==> config.mk <==
export PLATFORM = sky130hd
export DESIGN_NAME = axi_full_burst_tester
export DESIGN_NICKNAME = d
export VERILOG_FILES = /design/src/rtl/axi_tg_pkg.sv /design/src/rtl/axi_full_burst_tester_pattern_gen.sv /design/src/rtl/axi_full_burst_tester.sv
export SDC_FILE = /design/constraint.sdc
export NUM_CORES = 1
export LEC_CHECK = 0
export BUFFER_PORTS_ARGS = -buffer_cell sky130_fd_sc_hd__buf_2
export CORE_UTILIZATION = 45
export CTS_BUF_LIST = sky130_fd_sc_hd__clkbuf_4
export DETAILED_ROUTE_END_ITERATION = 10
export PLACE_DENSITY_LB_ADDON = 0.05
export SLEW_MARGIN = 5
export SYNTH_ARGS = -nofsm -noshare
export SYNTH_HDL_FRONTEND = slang
export SYNTH_SLANG_ARGS = --single-unit
==> constraint.sdc <==
create_clock -name M_AXI_ACLK -period 2.1 [get_ports M_AXI_ACLK]
set_clock_uncertainty 0.1 [all_clocks]
set_input_delay 0.315 -clock M_AXI_ACLK [delete_from_list [all_inputs] [get_ports M_AXI_ACLK]]
set_output_delay 0.315 -clock M_AXI_ACLK [all_outputs]
set_load 0.005 [all_outputs]
==> src/rtl/axi_tg_pkg.sv <==
// axi_tg_pkg: FSM state, AXI constants, clog2 and pattern helpers for axi_full_burst_tester
//   AXI_TG_LFSR_PATTERN_EN selects the Galois LFSR pattern instead of the incrementing one.
package axi_tg_pkg;
  typedef enum logic [2:0] {S_IDLE, S_WA, S_WD, S_WB, S_RA, S_RD, S_DONE} tg_state_e;
  localparam logic [1:0] AXI_RESP_OKAY = 2'b00;
  localparam logic [1:0] AXI_BURST_INCR = 2'b01;
`ifdef AXI_TG_LFSR_PATTERN_EN
  localparam logic [31:0] LFSR_POLY = 32'h8020_0003;
`endif
  function automatic int clog2(input int v);
    int r = 0;
    for (int i = 0; i < 31; i++) if ((1 << i) < v) r = i + 1;
    return r;
  endfunction
  function automatic logic [31:0] pattern_seed(input logic [31:0] s);
`ifdef AXI_TG_LFSR_PATTERN_EN
    return (s == 32'd0) ? 32'd1 : s;
`else
    return s;
`endif
  endfunction
  function automatic logic [31:0] pattern_step(input logic [31:0] w);
`ifdef AXI_TG_LFSR_PATTERN_EN
    return {1'b0, w[31:1]} ^ (w[0] ? LFSR_POLY : 32'd0);
`else
    return w + 32'd1;
`endif
  endfunction
endpackage

==> src/rtl/axi_full_burst_tester_pattern_gen.sv <==
// axi_tg_pattern_gen: pattern word generator, replicated across the data bus with lane index in the top byte
//   clk/rst_n clock and async active-low reset; load restarts from seed; step advances one beat; value is the bus-wide word.
module axi_tg_pattern_gen
  import axi_tg_pkg::*;
#(
  parameter logic [31:0] SEED = 32'hA5A5_0000,
  parameter int DW = 32
) (
  input  logic          clk,
  input  logic          rst_n,
  input  logic          load,
  input  logic          step,
  output logic [DW-1:0] value
);
  logic [31:0] word;
  always_ff @(posedge clk or negedge rst_n)
    if (!rst_n) word <= pattern_seed(SEED);
    else if (load) word <= pattern_seed(SEED);
    else if (step) word <= pattern_step(word);
  for (genvar k = 0; k < DW / 32; k++) begin : g_lane
    assign value[32*k +: 32] = word ^ {8'(k), 24'd0};
  end
endmodule

==> src/rtl/axi_full_burst_tester.sv <==
// axi_full_burst_tester: AXI4-full master that writes NUM_BURSTS INCR bursts then reads and checks them
//   Ports: M_AXI_ACLK/M_AXI_ARESETN clock and async active-low reset; i_start starts a pass;
//   o_busy/o_done/o_error/o_err_cnt/o_led status; M_AXI_AW/W/B/AR/R full AXI4 master channels.
//   AXI_TG_LFSR_PATTERN_EN selects the LFSR data pattern.
module axi_full_burst_tester
  import axi_tg_pkg::*;
#(
  parameter logic [31:0] C_M_TARGET_SLAVE_BASE_ADDR = 32'h4000_0000,
  parameter int C_M_AXI_BURST_LEN = 16,
  parameter int C_NUM_BURSTS = 4,
  parameter int C_M_AXI_ID_WIDTH = 1,
  parameter int C_M_AXI_ADDR_WIDTH = 32,
  parameter int C_M_AXI_DATA_WIDTH = 32,
  parameter logic [31:0] C_PATTERN_SEED = 32'hA5A5_0000,
  parameter int C_ERR_CNT_WIDTH = 8
) (
  input  logic                            M_AXI_ACLK,
  input  logic                            M_AXI_ARESETN,
  input  logic                            i_start,
  output logic                            o_busy,
  output logic                            o_done,
  output logic                            o_error,
  output logic [C_ERR_CNT_WIDTH-1:0]      o_err_cnt,
  output logic                            o_led,
  output logic [C_M_AXI_ID_WIDTH-1:0]     M_AXI_AWID,
  output logic [C_M_AXI_ADDR_WIDTH-1:0]   M_AXI_AWADDR,
  output logic [7:0]                      M_AXI_AWLEN,
  output logic [2:0]                      M_AXI_AWSIZE,
  output logic [1:0]                      M_AXI_AWBURST,
  output logic                            M_AXI_AWLOCK,
  output logic [3:0]                      M_AXI_AWCACHE,
  output logic [2:0]                      M_AXI_AWPROT,
  output logic [3:0]                      M_AXI_AWQOS,
  output logic                            M_AXI_AWUSER,
  output logic                            M_AXI_AWVALID,
  input  logic                            M_AXI_AWREADY,
  output logic [C_M_AXI_DATA_WIDTH-1:0]   M_AXI_WDATA,
  output logic [C_M_AXI_DATA_WIDTH/8-1:0] M_AXI_WSTRB,
  output logic                            M_AXI_WLAST,
  output logic                            M_AXI_WUSER,
  output logic                            M_AXI_WVALID,
  input  logic                            M_AXI_WREADY,
  input  logic [C_M_AXI_ID_WIDTH-1:0]     M_AXI_BID,
  input  logic [1:0]                      M_AXI_BRESP,
  input  logic                            M_AXI_BVALID,
  output logic                            M_AXI_BREADY,
  output logic [C_M_AXI_ID_WIDTH-1:0]     M_AXI_ARID,
  output logic [C_M_AXI_ADDR_WIDTH-1:0]   M_AXI_ARADDR,
  output logic [7:0]                      M_AXI_ARLEN,
  output logic [2:0]                      M_AXI_ARSIZE,
  output logic [1:0]                      M_AXI_ARBURST,
  output logic                            M_AXI_ARLOCK,
  output logic [3:0]                      M_AXI_ARCACHE,
  output logic [2:0]                      M_AXI_ARPROT,
  output logic [3:0]                      M_AXI_ARQOS,
  output logic                            M_AXI_ARUSER,
  output logic                            M_AXI_ARVALID,
  input  logic                            M_AXI_ARREADY,
  input  logic [C_M_AXI_ID_WIDTH-1:0]     M_AXI_RID,
  input  logic [C_M_AXI_DATA_WIDTH-1:0]   M_AXI_RDATA,
  input  logic [1:0]                      M_AXI_RRESP,
  input  logic                            M_AXI_RLAST,
  input  logic                            M_AXI_RVALID,
  output logic                            M_AXI_RREADY
);
  localparam int AW = C_M_AXI_ADDR_WIDTH;
  localparam int DW = C_M_AXI_DATA_WIDTH;
  localparam int BYTES = DW / 8;
  localparam int BW = clog2(C_NUM_BURSTS + 1);
  localparam int LW = clog2(C_M_AXI_BURST_LEN + 1);
  localparam logic [BW-1:0] LAST_BURST = BW'(C_NUM_BURSTS - 1);
  localparam logic [LW-1:0] LAST_BEAT = LW'(C_M_AXI_BURST_LEN - 1);
  localparam logic [AW-1:0] BURST_BYTES = AW'(C_M_AXI_BURST_LEN * BYTES);
  tg_state_e state, nxt;
  logic [BW-1:0] burst;
  logic [LW-1:0] beat;
  logic [AW-1:0] axi_addr;
  logic [DW-1:0] wr_data, rd_exp;
  logic start_go, w_hs, b_hs, r_hs, last_beat, last_burst, fault, unused_ids;
  assign start_go = i_start && (state == S_IDLE || state == S_DONE);
  assign w_hs = M_AXI_WVALID && M_AXI_WREADY;
  assign b_hs = M_AXI_BVALID && M_AXI_BREADY;
  assign r_hs = M_AXI_RVALID && M_AXI_RREADY;
  assign last_beat = beat == LAST_BEAT;
  assign last_burst = burst == LAST_BURST;
  assign unused_ids = ^{M_AXI_BID, M_AXI_RID};
  always_ff @(posedge M_AXI_ACLK or negedge M_AXI_ARESETN)
    if (!M_AXI_ARESETN) state <= S_IDLE;
    else state <= nxt;
  always_comb begin
    nxt = state;
    case (state)
      S_IDLE, S_DONE: if (i_start) nxt = S_WA;
      S_WA: if (M_AXI_AWREADY) nxt = S_WD;
      S_WD: if (w_hs && last_beat) nxt = S_WB;
      S_WB: if (M_AXI_BVALID) nxt = last_burst ? S_RA : S_WA;
      S_RA: if (M_AXI_ARREADY) nxt = S_RD;
      S_RD: if (r_hs && last_beat) nxt = last_burst ? S_DONE : S_RA;
      default: nxt = S_IDLE;
    endcase
  end
  always_comb begin
    M_AXI_AWVALID = state == S_WA;
    M_AXI_WVALID = state == S_WD;
    M_AXI_WLAST = state == S_WD && last_beat;
    M_AXI_BREADY = state == S_WB;
    M_AXI_ARVALID = state == S_RA;
    M_AXI_RREADY = state == S_RD;
    o_done = state == S_DONE;
    o_busy = !(state == S_IDLE || state == S_DONE);
  end
  // Beat count follows accepted beats, not RLAST, so an early RLAST cannot cut a burst short.
  always_ff @(posedge M_AXI_ACLK or negedge M_AXI_ARESETN)
    if (!M_AXI_ARESETN) begin
      burst <= '0;
      beat <= '0;
    end else begin
      if (start_go) burst <= '0;
      else if (b_hs || (r_hs && last_beat)) burst <= last_burst ? '0 : burst + 1'b1;
      if (w_hs || r_hs) beat <= last_beat ? '0 : beat + 1'b1;
    end
  assign fault = (b_hs && M_AXI_BRESP != AXI_RESP_OKAY) ||
                 (r_hs && (M_AXI_RRESP != AXI_RESP_OKAY || M_AXI_RDATA != rd_exp || M_AXI_RLAST != last_beat));
  always_ff @(posedge M_AXI_ACLK or negedge M_AXI_ARESETN)
    if (!M_AXI_ARESETN) begin
      o_error <= 1'b0;
      o_err_cnt <= '0;
    end else if (start_go) begin
      o_error <= 1'b0;
      o_err_cnt <= '0;
    end else if (fault) begin
      o_error <= 1'b1;
      if (o_err_cnt != '1) o_err_cnt <= o_err_cnt + 1'b1;
    end
  assign o_led = o_done && !o_error;
  // Separate generators keep write and check paths independent; the checker restarts when reads begin.
  axi_tg_pattern_gen #(.SEED(C_PATTERN_SEED), .DW(DW)) u_wr_pat (
    .clk(M_AXI_ACLK), .rst_n(M_AXI_ARESETN), .load(start_go), .step(w_hs), .value(wr_data)
  );
  axi_tg_pattern_gen #(.SEED(C_PATTERN_SEED), .DW(DW)) u_rd_pat (
    .clk(M_AXI_ACLK), .rst_n(M_AXI_ARESETN), .load(start_go || (b_hs && last_burst)), .step(r_hs), .value(rd_exp)
  );
  assign axi_addr = AW'(C_M_TARGET_SLAVE_BASE_ADDR) + BURST_BYTES * AW'(burst);
  assign M_AXI_AWID = '0;
  assign M_AXI_AWADDR = axi_addr;
  assign M_AXI_AWLEN = 8'(C_M_AXI_BURST_LEN - 1);
  assign M_AXI_AWSIZE = 3'(clog2(BYTES));
  assign M_AXI_AWBURST = AXI_BURST_INCR;
  assign M_AXI_AWLOCK = 1'b0;
  assign M_AXI_AWCACHE = 4'b0011;
  assign M_AXI_AWPROT = 3'b000;
  assign M_AXI_AWQOS = 4'd0;
  assign M_AXI_AWUSER = 1'b0;
  assign M_AXI_WDATA = wr_data;
  assign M_AXI_WSTRB = '1;
  assign M_AXI_WUSER = 1'b0;
  assign M_AXI_ARID = '0;
  assign M_AXI_ARADDR = axi_addr;
  assign M_AXI_ARLEN = 8'(C_M_AXI_BURST_LEN - 1);
  assign M_AXI_ARSIZE = 3'(clog2(BYTES));
  assign M_AXI_ARBURST = AXI_BURST_INCR;
  assign M_AXI_ARLOCK = 1'b0;
  assign M_AXI_ARCACHE = 4'b0011;
  assign M_AXI_ARPROT = 3'b000;
  assign M_AXI_ARQOS = 4'd0;
  assign M_AXI_ARUSER = 1'b0;
endmodule

==> results of run 1 <==
==> synth_stat cells, types with 8 or more instances <==
cell type	count	area, um^2
sky130_fd_sc_hd__a21oi_1	16	80.1
sky130_fd_sc_hd__and3_1	14	87.6
sky130_fd_sc_hd__buf_4	121	908
sky130_fd_sc_hd__clkbuf_1	11	41.3
sky130_fd_sc_hd__dfrtp_1	68	1700
sky130_fd_sc_hd__dfstp_2	16	420
sky130_fd_sc_hd__inv_1	13	48.8
sky130_fd_sc_hd__nand2_1	64	240
sky130_fd_sc_hd__nand3_1	29	145
sky130_fd_sc_hd__nand4_1	16	100
sky130_fd_sc_hd__nor2_1	56	210
sky130_fd_sc_hd__nor3_1	8	40.0
sky130_fd_sc_hd__o21ai_0	21	105
sky130_fd_sc_hd__xnor2_1	38	333
sky130_fd_sc_hd__xor2_1	43	377
==> worst max-delay path: stages, from the launching register on <==
cell	delay, ps
sky130_fd_sc_hd__dfrtp_1	410
sky130_fd_sc_hd__xor2_1	170
sky130_fd_sc_hd__or4_4	500
sky130_fd_sc_hd__nor4_4	380
sky130_fd_sc_hd__nand4_4	190
sky130_fd_sc_hd__buf_4	190
sky130_fd_sc_hd__a21oi_2	150
sky130_fd_sc_hd__a21oi_1	80
==> worst max path at each step <==
stage / from / endpoint / slack, ps
2_1_floorplan: u_rd_pat.value[12] / o_err_cnt[2] / -10
3_3_place_gp: M_AXI_RDATA[12] / o_err_cnt[3] / -180
3_5_place_dp: M_AXI_RDATA[12] / o_err_cnt[3] / -200
4_1_cts: u_rd_pat.value[12] / o_err_cnt[3] / -200
6_report: u_rd_pat.value[12] / o_error / -170
5_1_grt: u_rd_pat.value[12] / o_err_cnt[3] / -330
==> report_power, final <==
| part | switching, uW | total (uW) | internal, uW |
|---|---|---|---|
| clock | 557 | 1170 | 608 |
| sequential | 181 | 1970 | 1780 |
| combinational | 911 | 1760 | 853 |
==> repair_timing <==
| item | 4_1_cts | 5_1_grt |
|---|---|---|
| hold buffers | 1 | 0 |
| pin swaps | 7 | 30 |
| resized for setup | 13 | 49 |
| endpoints found under the hold margin | 55 | 0 |
| endpoints found under the setup margin | 32 | 58 |
| buffers inserted | 5 | 11 |
==> routing by layer <==
| metal | track usage, % | vias to the layer above | routed length (um) |
|---|---|---|---|
| li1 | - | 2249 | - |
| met1 | 25.2 | 2179 | 5840 |
| met2 | 35.9 | 148 | 6600 |
| met3 | 7.09 | 11 | 923 |
| met4 | 5.80 | 0 | 187 |
| met5 | 0 | - | 0 |
==> area by class of cell <==
type | count | area share [%]
multi-input combinational | 520 | 46.8
sequential | 84 | 30.7
timing repair buffer | 173 | 16.0
tap | 168 | 3.04
clock inverter | 6 | 1.50
clock buffer | 10 | 1.09
inverter | 14 | 0.815
==> state kept, by name (all words and copies together) (netlist names) <==
name	cells
state	3
o_error	1
u_wr_pat.value	32
burst	3
o_err_cnt	8
beat	5
u_rd_pat.value	32
==> kinds of logic after synthesis <==
logic type / count (synthesis)
and+or+nand+nor: 248
buffers and inverters: 151
DFF: 84
xor gates and xnor gates: 81
AOI/OAI and AO/OA: 61
muxes: 8
adders and majority gates: 5
other: 2
==> through the flow <==
stage,hold slack [ps],total power [uW]
final,178,4900
after global routing,159,5240
after CTS,121,4670
after detailed placement,166,3410
after global placement,164,3380
after floorplan,-80.6,2930
==> cells in the final DEF (no fill, tap or decap), drive strengths merged, types with 5 or more instances in the layout <==
cell / count
nand2: 64
nand4: 18
dfstp: 16
nand3: 29
and2: 6
and4: 7
xnor2: 38
nand2b: 5
mux2i: 7
and3: 14
clkbuf: 10
nor3b: 5
dfrtp: 68
or3: 7
inv: 13
xor2: 43
buf: 172
a21oi: 16
ha: 5
nor4: 7
conb: 117
o21ai: 22
nand3b: 5
nor3: 8
nor2: 56
==> results.md, run 1 <==
Run status:
- The flow ran to the end, but the final reports show violations.
- The final reports fail on negative setup slack.

Detailed routing:
- The final route contains 4587 vias.
- The detail route stage leaves a number of antenna-violating nets equal to 0.
- After detailed routing, the number of remaining DRC violations is 0.
- The routed length per instance is 13.9 um.
- The violation count after the first detailed-route iteration is 209.
- The number of detailed-routing iterations run before antenna repair is 4.
- The wire length reported by the detailed router is 13500 um.
- The average via count per standard cell is 4.70.

Logic synthesis:
- The share of cell area taken by muxes after synthesis is 1.43%.
- The simple logic cell fraction of the synthesized area is 23.0%.
- The count of flip-flops with a built-in enable after synthesis is 0.
- The number of warnings issued by yosys is 0.
- The largest family of logic cells by synthesized area is simple AND/OR/NAND/NOR gates.
- The xor and xnor area share after synthesis is 12.5%.
- The post-synthesis cell area is 5700 um^2.
- Synthesis inferred 84 register bits.
- The leading register cell type out of synthesis is sky130_fd_sc_hd__dfrtp_1.
- The fraction of the mapped netlist area in compound gates is 6.63%.
- Summing the areas of all fa, ha and maj instances in the mapped netlist gives 1.10% of the synthesized area.
- Of the synthesized area, sequential elements account for 37.2%.
- The post-synthesis cell count is 640.
- The synthesized area per cell is 8.90 um^2.
- In the synthesized netlist the async set-or-reset flop fraction comes to 100%.
- The count of unique library cells instantiated by Yosys is 58.

Timing:
- After layout, the worst path uses 108% of the clock period.
- The max-slew violation count was 0.
- The shortest clock period the worst path allows after layout is 2270 ps.
- The final hold violation count came to 0.
- Across all setup checks in the final design, the least slack found is -175 ps.
- In the final timing run, aggregate negative setup slack is -1310 ps.
- Setup repair after global routing could not meet its margin everywhere.
- Based on the critical path, the design can be clocked at up to 0.440 GHz.
- Setup violations remaining at the end of the flow were counted as 10.

Min path:
- The worst hold path belongs to the class in2reg.
- The path with the worst hold slack has its endpoint at u_rd_pat.value[1].
- The launch point of the worst hold path is M_AXI_RVALID.
- The instance count along the most critical hold path is 4.

Layout:
- The share of the core filled with cells is 56.8%.
- Across the whole layout, storage elements account for 2120 um^2.
- Excluding fillers, the count of instances in the completed layout stands at 975.
- The repair_antennas step left the layout with diodes totalling 0.
- The filler cells instantiated in the layout total 1143.
- The final layout contains 854 nets.
- The area growth from synthesis to layout is 21.3%.
- In the final layout, the multi-input gates occupy 3230 um^2.
- The post-route netlist has 31.4% of its cells at a drive strength greater than 1.
- The design area is 6910 um^2.

Clock tree:
- After clock tree synthesis, the clock-pin slew on the worst setup and hold paths is 120 ps.
- The clock passes through at most 2 buffers.
- In this run, CTS created clock tree buffers numbering 9.
- CTS built an H-tree with a depth of 3.
- The insertion delay of the later-clocked pin in the worst-skew pair is 470 ps.
- The cell sitting at the root of the clock tree is a sky130_fd_sc_hd__clkbuf_4.
- The tree built by TritonCTS fans out to 84 sinks.
- TritonCTS built the clock tree.

GRT:
- Entering global routing, the biggest net connects 37 pins.
- The total overflow left after global routing is 0.
- The number of antenna violations at the first check in global routing is 0.
- In the global route stage, overall resource usage came out at 21.0%.
- The via count of the first global-routing pass is 4268.
- The global-route wire length before repair is 21100 um.

Worst setup path:
- The minimum setup slack among reg-to-reg paths is -170 ps.
- The number of cells on the worst reg-to-reg path is 7.
- The maximum fanout count along the critical path is 7.
- The critical setup path kind is reg2reg.
- The terminus of the critical flop-to-flop path is o_error.
- The endpoint type of the worst setup path is a flop.
- The data required time of the worst path is 2330 ps.
- The worst register-to-register path begins at u_rd_pat.value[12].
- The worst setup path is launched from a flop.
- Data on the critical path arrives at its endpoint at 2510 ps.

Die:
- The initial utilization of the core area, before any placement, comes to 46.9%.
- From bottom edge to top edge, the die measures 115 um.
- The floorplan step defined a die boundary enclosing 13100 um^2.
- After floorplanning, the core was sized to cover 12200 um^2.
- The width of the chip is 115 um.
- The number of placed I/O pins is 220.
- The floorplan has 40 rows.

Place:
- The total cell area at the placement stage is 6340 um^2.
- During placement, the flow inserted port buffers numbering 100.
- Routability-driven placement finished with a final weighted congestion of 0.852.
- OpenSTA, run right after detailed placement, puts the worst setup slack at -198 ps.
- After detailed placement, the design holds a cell count of 942.
- Once detailed placement completed, the half-perimeter wirelength came to 10100 um.

Power:
- In this run the power density over the cells is 708 nW/um^2.
- The worst supply voltage drop on vdd is 0.458 mV.
- Summed over all cells, the static leakage comes to 0.00339 uW.

Run:
- Max-cap violations in this run came to 0.
Power figures use the tool's default switching activity.
==> run 2, diff against run 1 <==
==> constraint.sdc (replaced) <==
create_clock -name M_AXI_ACLK -period 2.3 [get_ports M_AXI_ACLK]
set_clock_uncertainty 0.1 [all_clocks]
set_input_delay 0.345 -clock M_AXI_ACLK [delete_from_list [all_inputs] [get_ports M_AXI_ACLK]]
set_output_delay 0.345 -clock M_AXI_ACLK [all_outputs]
set_load 0.005 [all_outputs]
==> run 2 against run 1 <==
  * The flow now finishes without violations
  * Setup slack better by 180 ps
  * Critical path depth down 1
  * Clock-buffer cell count unchanged
  * Fmax down 0.97%
  * Die area unchanged
  * Highest routed layer unchanged
==> results.md, run 2 (synthesized netlist as in run 1, its figures left out) <==
Die:
- The total number of placement rows is 40 (unchanged).
- The core footprint is 12200 um^2 (unchanged).
- The starting utilization of the core area is 46.9% (unchanged).
- The overall die height was 115 um (unchanged).
- The width of the chip is 115 um (unchanged).
- The number of placed I/O pins is 220 (unchanged).
- The die footprint came to 13100 um^2 (unchanged).

Worst setup path:
- The worst endpoint data arrival time was 2560 ps (+50 ps).
- The minimum setup slack among reg-to-reg paths came to 3 ps (+180 ps).
- The terminus of the critical flop-to-flop path is o_err_cnt[2].
- The data required time of the worst path came to 2560 ps (+230 ps).
- The startpoint identified for the worst register-to-register timing path is u_rd_pat.value[12].
- The critical path launch point type is a flop.
- The critical setup path kind is reg2reg.
- The depth of the worst register-to-register path is 6 (-1).
- The endpoint type of the worst setup path is a flop.
- The maximum fanout count along the critical path came to 8 (+1).

Timing:
- The portion of the clock cycle consumed by the worst path in the final layout is 99.9% (-8.5 points).
- The final hold violation count is 0 (unchanged).
- The aggregate negative setup slack is 0 ps (+1310 ps).
- The max-slew violation count came to 0 (unchanged).
- The worst slew margin relative to its limit is 63.2%.
- The maximum operating frequency is 0.435 GHz (-0.97%).
- The pin slew with the least headroom to its limit is 550 ps.
- The shortest clock period the worst path allows after layout is 2300 ps (+22.2 ps).
- Setup repair after global routing could not meet its margin everywhere.
- The final number of setup-violating endpoints is 0 (-10).

Place:
- The global placement routability congestion is 0.868 (+1.9%).
- The cell count after placement was 917 (-2.7%).
- The total of buffers placed on input and output ports is 100 (unchanged).
- The post-DP HPWL was 9780 um (-2.9%).
- The total cell area at the placement stage is 6120 um^2 (-3.5%).

Power:
- The worst supply voltage drop on vdd is 0.305 mV (-33%).
- The reported leakage power came to 0.00312 uW (-7.9%).
- The power density over cell area is 625 nW/um^2 (-12%).
- The final total power is 3980 uW (-19%).

GRT:
- The total global-route track usage came to 20.3% (-0.71 points).
- The met1 routing resource usage after global routing was 25.6% (+0.36 points).
- The met3 global-route usage is 5.13% (-2.0 points).
- The final global-route overflow total is 0 (unchanged).
- The global-route wire length before repair is 20700 um (-1.9%).
- The met2 track demand over resource in global routing is 33.9% (-2.0 points).
- The largest net degree at the start of global routing is 53 (+43%).
- The number of antenna violations at the first check in global routing is 0 (unchanged).
- The via count of the first global-routing pass is 4145 (-2.9%).
- The layer flagged by global routing as most heavily used is met2.

Layout:
- The fraction of layout instances using a drive strength above 1 was 24.7% (-6.7 points).
- Compared with the post-synthesis result, the final layout area differs by 11.7%.
- The number of fill cells in the layout was 1178 (+3.1%).
- The antenna diode count is 0 (unchanged).
- The filler-free cell count of the finished design is 938 (-3.8%).
- The design area is 6360 um^2 (-7.9%).
- The most common cell after layout, fill and taps aside is sky130_fd_sc_hd__conb_1.
- The share of the core filled with cells is 52.3% (-4.5 points).
- Leaving out fill and tap cells, the most frequent cells in the layout are sky130_fd_sc_hd__conb_1, sky130_fd_sc_hd__buf_2, sky130_fd_sc_hd__dfrtp_1, sky130_fd_sc_hd__nand2_1, sky130_fd_sc_hd__nor2_1.
- The count of nets after finishing came to 817 (-4.3%).

Detailed routing:
- The average via count per standard cell is 4.72 (+0.27%).
- The residual antenna-violating net count after detailed routing is 0 (unchanged).
- The violation count after the first detailed-route iteration was 161 (-23%).
- The number of detailed-routing iterations run before antenna repair is 5 (+1).
- The total number of vias is 4425 (-3.5%).
- The wire length reported by the detailed router is 12900 um (-4.6%).
- The routed length per instance is 13.8 um (-0.81%).
- The DRC violations left is 0 (unchanged).

Min path:
- In this run the worst hold path is classified as in2reg.
- The launch point of the worst hold path is M_AXI_RVALID.
- The instance count along the most critical hold path was 4 (unchanged).
- For hold timing, the worst endpoint is u_rd_pat.value[1].

Clock tree:
- The number of CTS-inserted buffers is 9 (unchanged).
- The CTS tree is done.
- The buffer cell driving the clock tree root is sky130_fd_sc_hd__clkbuf_4.
- The clock-pin slew of the registers on the worst-case setup and hold paths came to 140 ps (+20 ps).
- The H-tree depth reported by CTS is 3 (unchanged).
- The number of buffers on the longest clock path is 2 (unchanged).
- The number of sinks on the clock net is 84 (unchanged).
- The insertion delay of the later-clocked pin in the worst-skew pair is 440 ps (-30 ps).

Run status:
- The run finished with clean final reports.

Run:
- The count of maximum capacitance violations is 0 (unchanged).
-- run 2: cell count changes in the layout (fill, tap and decap cells not counted), moves of 4 or more --
cell / change
sky130_fd_sc_hd__buf_4: -29
sky130_fd_sc_hd__o21ai_0: +7
sky130_fd_sc_hd__buf_6: -6
sky130_fd_sc_hd__o21ai_1: -6
sky130_fd_sc_hd__nor2_1: +4
sky130_fd_sc_hd__nor3_1: +4
-- run 2: layout make-up --
cell class | count | area [um^2] | area share, %
sequential | 84 | 2120 | 33.4
multi-input combinational | 520 | 3030 | 47.7
timing repair buffer | 136 | 788 | 12.4
clock inverter | 6 | 80.1 | 1.26
tap | 168 | 210 | 3.30
clock buffer | 10 | 75.1 | 1.18
inverter | 14 | 52.6 | 0.826
-- run 2: routing by layer --
metal  up-vias  routed length, um
met1      2107               5640
met4         0                145
li1       2177                  -
met3        10                880
met5         -                  0
met2       131               6260
-- run 2: worst max-delay path by stage --
stage                       start            to  slack (ps)
4_1_cts        u_rd_pat.value[12]  o_err_cnt[3]          -5
6_report       u_rd_pat.value[12]  o_err_cnt[2]           3
2_1_floorplan  u_rd_pat.value[12]  o_err_cnt[4]         130
5_1_grt        u_rd_pat.value[12]  o_err_cnt[2]        -100
3_5_place_dp      M_AXI_RDATA[12]  o_err_cnt[1]         -60
3_3_place_gp      M_AXI_RDATA[12]  o_err_cnt[1]         -40
-- run 2: worst max-delay path: stages, from the launching register on --
cell                       delay (ps)
sky130_fd_sc_hd__dfrtp_1          420
sky130_fd_sc_hd__xor2_1           160
sky130_fd_sc_hd__or4_4            510
sky130_fd_sc_hd__nor4_4           350
sky130_fd_sc_hd__nand4_4          200
sky130_fd_sc_hd__o211ai_1         260
sky130_fd_sc_hd__mux2i_1          200
-- run 2: timing repair --
item	in CTS	in global routing
setup buffers	0	4
hold endpoints to repair	31	0
gates resized for setup	2	9
pin swaps	4	4
setup endpoints to repair	6	20
hold buffers	1	0
-- run 2: power breakdown --
part | internal, uW | switching [uW] | leakage [uW]
Clock | 447 | 518 | 0.0000899
Sequential | 1630 | 167 | 0.00109
Combinational | 521 | 696 | 0.00194
Total | 2600 | 1380 | 0.00312
-- run 2: per-stage QoR --
step           setup WS (ps)  hold WS (ps)
6_report                3.31           185
5_1_grt                -97.3           193
4_1_cts                -5.06           172
3_5_place_dp           -61.8           218
3_3_place_gp           -40.4           214
2_1_floorplan            129         -50.6
